$ cat src/rtl/aes_sbox_arb_pkg.sv
// rtl/aes_sbox_arb_pkg.sv - shared types for the S-box word arbiter
package aes_sbox_arb_pkg;

  // Which requester owns a pipeline slot
  typedef enum logic {
    KEY = 1'b0,
    DAT = 1'b1
  } owner_t;

  // Stage 1: accepted request waiting for the substitution unit
  typedef struct packed {
    logic        valid;
    owner_t      owner;
    logic        inv;
    logic [31:0] word;
  } s1_t;

  // Stage 2: substituted word waiting for its consumer
  typedef struct packed {
    logic        valid;
    owner_t      owner;
    logic [31:0] result;
  } s2_t;

  localparam int SBOX_LATENCY = 2;

endpackage

$ cat src/rtl/aes_sbox_word.sv
// rtl/aes_sbox_word.sv - 32-bit combinational S-box word unit (four shared-direction S-boxes)

// One byte S-box; forward and inverse share a single GF(2^8) inverter,
// only the affine pre/post maps are selected by encrypt.
module aes_sbox_canright (
  input  logic [7:0] in_byte,
  input  logic       encrypt,
  output logic [7:0] out_byte
);

  // GF(2^8) multiply modulo x^8 + x^4 + x^3 + x + 1
  function automatic logic [7:0] gf_mul(input logic [7:0] a, input logic [7:0] b);
    logic [7:0] p;
    logic [7:0] x;
    p = 8'h00;
    x = a;
    for (int i = 0; i < 8; i++) begin
      if (b[i]) p = p ^ x;
      x = {x[6:0], 1'b0} ^ (x[7] ? 8'h1b : 8'h00);
    end
    return p;
  endfunction

  // Multiplicative inverse as x^254; zero maps to zero
  function automatic logic [7:0] gf_inv(input logic [7:0] a);
    logic [7:0] sq;
    logic [7:0] acc;
    sq  = gf_mul(a, a);
    acc = sq;
    for (int i = 2; i < 8; i++) begin
      sq  = gf_mul(sq, sq);
      acc = gf_mul(acc, sq);
    end
    return acc;
  endfunction

  function automatic logic [7:0] rotl(input logic [7:0] a, input int n);
    logic [15:0] d;
    d = {a, a} << n;
    return d[15:8];
  endfunction

  function automatic logic [7:0] affine(input logic [7:0] b);
    return b ^ rotl(b, 1) ^ rotl(b, 2) ^ rotl(b, 3) ^ rotl(b, 4) ^ 8'h63;
  endfunction

  function automatic logic [7:0] inv_affine(input logic [7:0] b);
    return rotl(b, 1) ^ rotl(b, 3) ^ rotl(b, 6) ^ 8'h05;
  endfunction

  logic [7:0] pre_map;
  logic [7:0] inv_val;

  // Select input map, invert once, select output map
  always_comb begin
    pre_map  = encrypt ? in_byte : inv_affine(in_byte);
    inv_val  = gf_inv(pre_map);
    out_byte = encrypt ? affine(inv_val) : inv_val;
  end

endmodule

module aes_sbox_word (
  input  logic [31:0] word,
  input  logic        encrypt,
  output logic [31:0] result
);

  for (genvar g = 0; g < 4; g++) begin : g_byte
    aes_sbox_canright u_sbox (
      .in_byte  (word[8*g +: 8]),
      .encrypt  (encrypt),
      .out_byte (result[8*g +: 8])
    );
  end

endmodule

$ cat src/rtl/aes_sbox_arbiter.sv
// rtl/aes_sbox_arbiter.sv - arbitrates key-schedule and datapath requests onto one S-box word unit
module aes_sbox_arbiter
  import aes_sbox_arb_pkg::*;
#(
  parameter int unsigned FIXED_PRIO = 0
) (
  input  logic        CLK,
  input  logic        RST_N,
  input  logic        key_req_valid,
  output logic        key_req_ready,
  input  logic [31:0] key_req_word,
  output logic        key_rsp_valid,
  input  logic        key_rsp_ready,
  output logic [31:0] key_rsp_word,
  input  logic        dat_req_valid,
  output logic        dat_req_ready,
  input  logic [31:0] dat_req_word,
  input  logic        dat_req_inv,
  output logic        dat_rsp_valid,
  input  logic        dat_rsp_ready,
  output logic [31:0] dat_rsp_word,
  output logic        busy
);

  s1_t         s1_q;
  s2_t         s2_q;
  owner_t      last_grant;
  logic [31:0] sbox_result;
  logic        s2_free;
  logic        s1_free;
  logic        key_wins_tie;
  logic        key_ok;
  logic        dat_ok;
  logic        key_acc;
  logic        dat_acc;

  aes_sbox_word u_sbox_word (
    .word    (s1_q.word),
    .encrypt (~s1_q.inv),
    .result  (sbox_result)
  );

  // Pipeline advance and arbitration; readies never look at their own port's valid
  always_comb begin
    s2_free      = ~s2_q.valid | ((s2_q.owner == KEY) ? key_rsp_ready : dat_rsp_ready);
    s1_free      = ~s1_q.valid | s2_free;
    key_wins_tie = (FIXED_PRIO != 0) | (last_grant == DAT);
    key_ok       = s1_free & (~dat_req_valid | key_wins_tie);
    dat_ok       = s1_free & (~key_req_valid | ~key_wins_tie);
    key_acc      = key_req_valid & key_ok;
    dat_acc      = dat_req_valid & dat_ok;
  end

  // Ready is forced low while reset is held; accepts are ignored then anyway
  assign key_req_ready = key_ok & RST_N;
  assign dat_req_ready = dat_ok & RST_N;

  // Stage registers and round-robin history
  always_ff @(posedge CLK or negedge RST_N) begin
    if (!RST_N) begin
      s1_q       <= '0;
      s2_q       <= '0;
      last_grant <= KEY;
    end else begin
      if (s2_free) begin
        if (s1_q.valid) s2_q <= '{valid: 1'b1, owner: s1_q.owner, result: sbox_result};
        else            s2_q <= '0;
      end
      if (s1_free) begin
        if (key_acc)      s1_q <= '{valid: 1'b1, owner: KEY, inv: 1'b0, word: key_req_word};
        else if (dat_acc) s1_q <= '{valid: 1'b1, owner: DAT, inv: dat_req_inv, word: dat_req_word};
        else              s1_q <= '0;
      end
      if (key_acc)      last_grant <= KEY;
      else if (dat_acc) last_grant <= DAT;
    end
  end

  // Response steering: both channels see the S2 word, valid picks the owner
  always_comb begin
    key_rsp_valid = s2_q.valid & (s2_q.owner == KEY);
    dat_rsp_valid = s2_q.valid & (s2_q.owner == DAT);
    key_rsp_word  = s2_q.result;
    dat_rsp_word  = s2_q.result;
    busy          = s1_q.valid | s2_q.valid;
  end

endmodule

$ cat config.mk
export PLATFORM = sky130hd
export DESIGN_NAME = aes_sbox_arbiter
export DESIGN_NICKNAME = d
export VERILOG_FILES = /design/src/rtl/aes_sbox_arb_pkg.sv /design/src/rtl/aes_sbox_word.sv /design/src/rtl/aes_sbox_arbiter.sv
export SDC_FILE = /design/constraint.sdc
export NUM_CORES = 2
export LEC_CHECK = 0
export ABC_AREA = 0
export CAP_MARGIN = 20
export CORE_MARGIN = 2
export CORE_UTILIZATION = 40
export CTS_BUF_LIST = sky130_fd_sc_hd__clkbuf_8
export CTS_CLUSTER_DIAMETER = 120
export CTS_CLUSTER_SIZE = 30
export DETAILED_ROUTE_END_ITERATION = 8
export DONT_BUFFER_PORTS = 1
export SKIP_LAST_GASP = 1
export SLEW_MARGIN = 25
export SYNTH_ARGS = -nofsm -noshare
export SYNTH_HDL_FRONTEND = slang
export SYNTH_HIERARCHICAL = 1
export SYNTH_SLANG_ARGS = --single-unit
$ cat constraint.sdc
create_clock -name CLK -period 20.4 [get_ports CLK]
set_input_delay 5.1 -clock CLK [delete_from_list [all_inputs] [get_ports CLK]]
set_output_delay 5.1 -clock CLK [all_outputs]
set_load 0.05 [all_outputs]
==> metrics.txt <==
outcome=finished, final reports clean; Worst Reg-to-Reg Cells=just under 60; max incr delay on CP=0.70 ns; Tot GR Track Use=a little under a quarter; die height=around 410 um; Crit Path Class=flip-flop to flip-flop; Reg area=0.00176 mm2; pin count of the biggest net entering global routing=~110; r2r setup slk=around 1.3 ns; Skew-Pair Late Insertion Delay=around 0.48 ns; Initial Utilization=around two fifths; dpl ws=between 0.5 and 0.6 ns; WL final=around 210 mm; total grt overflow=0; #FFs+latches synth=70; min-delay worst type=flip-flop to flip-flop; via count=around 63000; die footprint=~0.17 mm2; WL per Instance=just under 20 um; # rows=150; first-pass GRT wire length=337 mm; Fmax=roughly 52 MHz; Max Cap Viol=0; ys flop type=dfrtp_1; CP startpoint kind=flip-flop; CP Capture Type=flip-flop; Num CTS Buffers=9; DRT Pass-1 Iters=7; post-synthesis cell type count=approximately 110; Clock Path Buffers=2; setup ws final=~1.3 ns; Worst R2R End=dat_rsp_word[27]; synthesized area=between 0.06 and 0.07 mm2; Hold Crit Start=s1_q[33]; Async S/R FF share, synth=100%; final number of max-transition violations=0; CTS tree=yes; area of the multi-input gates=around 0.063 mm2; Synth Instances=roughly 9000; DRC Markers=0; fin crit share=between 90% and 100%; Mapped Nets=around 9000; data arrival time of the worst path=~20 ns; DR vias/cell=~5.9; final hold violations=0; H-Tree Depth=3; Die Wd=414 um; I/O Buffers=0; Setup TNS=0 ns; IO Pins=between 100 and 150; syn avg cell area=between 7 and 8 um2; Hold EP=s1_q[33]; Antenna Nets Post-Route=0; Crit path top cell by count=xnor2_1; Max FO, Critical Path=15; Placeable Area=0.167 mm2; Worst-path clk slew=between 0.1 and 0.15 ns; crit path time final=between 15 and 20 ns; Post-CTS Repair Setup Buffers=0; Worst Hold Margin=about 0.52 ns; Fillers=between 15000 and 20000; initial antenna violation count=1; Crit path required time=roughly 21 ns; top cell type by total area after synthesis=xnor2_1; Synth warnings=6; Slew HR=around 25%; synthesis-to-finish area growth=4.17%; sequential area share after synthesis=~2.6%; CTS Hold Bufs=0; Post-synth EDFFs=0; Synth top area share=20.8%; final setup vio count=0; slowest CP cell=dfrtp_1; Sink Count=70; Reg-to-Reg Start=s1_q[29]; slew of the pin with the lowest slew margin=between 1 and 1.5 ns; root buffer cell=clkbuf_8; post-DP HPWL=between 150 and 200 mm; hold path cells=1; Setup crit start=s1_q[29]; Post-CTS Resized=0; Final Skew=approximately 0.029 ns; vias in the first global route=59700; DRT iter0 DRCs=5765; Nets=roughly 8700; share of cells above drive strength 1=between 10 and 15%; GPL Wtd Cong=between 0.9 and 1; ranking of synthesized cells by area=xnor2_1 21%, xnor3_1 11%, nor2_1 7.6%, xor2_1 5.3%, nand2_1 4.5%
-- sequential cells by signal, indices dropped and copies added (netlist names) --
signal        cells
s2_q              2
s1_q             35
key_wins_tie      1
dat_rsp_word     32
-- worst max-delay path by stage --
stage | endpoint | slack (ns) | depth (start not counted)
6_report | dat_rsp_word[27] | 1.26 | 59
5_1_grt | dat_rsp_word[20] | -0.008 | 65
4_1_cts | dat_rsp_word[30] | 0.39 | 57
3_5_place_dp | dat_rsp_word[27] | 0.54 | 57
3_3_place_gp | dat_rsp_word[29] | 0.83 | 57
2_1_floorplan | dat_rsp_word[31] | 3.97 | 70
-- critical path: cells and delay by family, from the launching register on --
family,cells,cell delay (ns)
AOI/OAI and AO/OA,9,2.35
xor gates and xnor gates,31,11.13
adders and majority gates,3,1.53
buffers and inverters,3,0.55
DFF,1,0.70
muxes,3,0.63
and+or+nand+nor,10,2.12
-- cell type report --
cell class,instances,area share (%)
Antenna cell,1,0.00356
Clock inverter,7,0.0820
Timing Repair Buffer,299,3.23
Tap cell,2204,3.93
Sequential cell,70,2.51
Multi-Input combinational cell,8075,89.4
Clock buffer,9,0.176
Inverter,116,0.640
-- synthesized netlist by cell type, drive strengths merged, types with 28 or more instances --
| cell | count |
|---|---|
| a2111oi | 36 |
| a211oi | 105 |
| a21oi | 416 |
| a221oi | 40 |
| a22oi | 88 |
| a31oi | 104 |
| a32o | 48 |
| and2 | 69 |
| and3 | 57 |
| buf | 279 |
| clkbuf | 414 |
| dfrtp | 70 |
| ha | 28 |
| inv | 92 |
| mux2 | 109 |
| mux2i | 214 |
| nand2 | 803 |
| nand2b | 77 |
| nand3 | 288 |
| nand4 | 53 |
| nor2 | 1360 |
| nor2b | 61 |
| nor3 | 224 |
| nor3b | 41 |
| nor4 | 40 |
| o211ai | 80 |
| o21a | 40 |
| o21ai | 464 |
| o22ai | 93 |
| o31ai | 48 |
| or2 | 34 |
| or3 | 69 |
| xnor2 | 1764 |
| xnor3 | 364 |
| xor2 | 444 |
| xor3 | 56 |
-- kinds of logic (layout without fill, tap and decap cells) --
kind of cell / Yosys count / in the layout / share of synthesized area (%)
and+or+nand+nor: 3228 / 3228 / 21.4
xor gates and xnor gates: 2628 / 2628 / 45.9
AOI/OAI and AO/OA: 1864 / 1864 / 19.0
buffers and inverters: 809 / 431 / 5.47
muxes: 323 / 323 / 5.13
DFF: 70 / 70 / 2.60
adders and majority gates: 32 / 32 / 0.579
other: 0 / 1 / 0
-- metrics by stage --
step | util (%) | cells | instance area (um2)
floorplan | - | 8954 | 67400
global placement | 41.6 | 10800 | 69600
detailed placement | 41.7 | 10800 | 69700
CTS | 41.8 | 10800 | 69900
global route | 42.0 | 10800 | 70200
finish | 42.0 | 10800 | 70200
-- placed cells by master, fill, tap and decap left out, types with 53 or more instances in the layout --
| master | synthesis | layout |
|---|---|---|
| a211oi_1 | 97 | 96 |
| a21oi_1 | 412 | 408 |
| a22oi_1 | 84 | 84 |
| a31oi_1 | 104 | 104 |
| and2_1 | 61 | 60 |
| and3_1 | 56 | 56 |
| buf_4 | 117 | 298 |
| dfrtp_1 | 70 | 60 |
| inv_1 | 80 | 79 |
| mux2_2 | 85 | 85 |
| mux2i_1 | 205 | 205 |
| nand2_1 | 799 | 798 |
| nand2b_1 | 77 | 74 |
| nand3_1 | 288 | 288 |
| nand4_1 | 53 | 53 |
| nor2_1 | 1360 | 1359 |
| nor2b_1 | 61 | 61 |
| nor3_1 | 212 | 212 |
| o211ai_1 | 76 | 76 |
| o21ai_0 | 388 | 388 |
| o21ai_1 | 64 | 64 |
| o22ai_1 | 93 | 93 |
| or3_1 | 69 | 69 |
| xnor2_1 | 1604 | 1545 |
| xnor2_2 | 120 | 172 |
| xnor3_1 | 332 | 329 |
| xor2_1 | 404 | 388 |
-- per-layer routing --
metal	GRT usage (%)	vias up	wire, um
met5	0	-	0
met4	8.19	0	6990
met3	1.14	263	11100
met2	38.2	2181	96500
met1	32.8	30400	95300
li1	-	30400	-
Power is left out: the tool's default activity adds up to more than one toggle a clock period on the data nets, which glitch-free logic cannot reach.
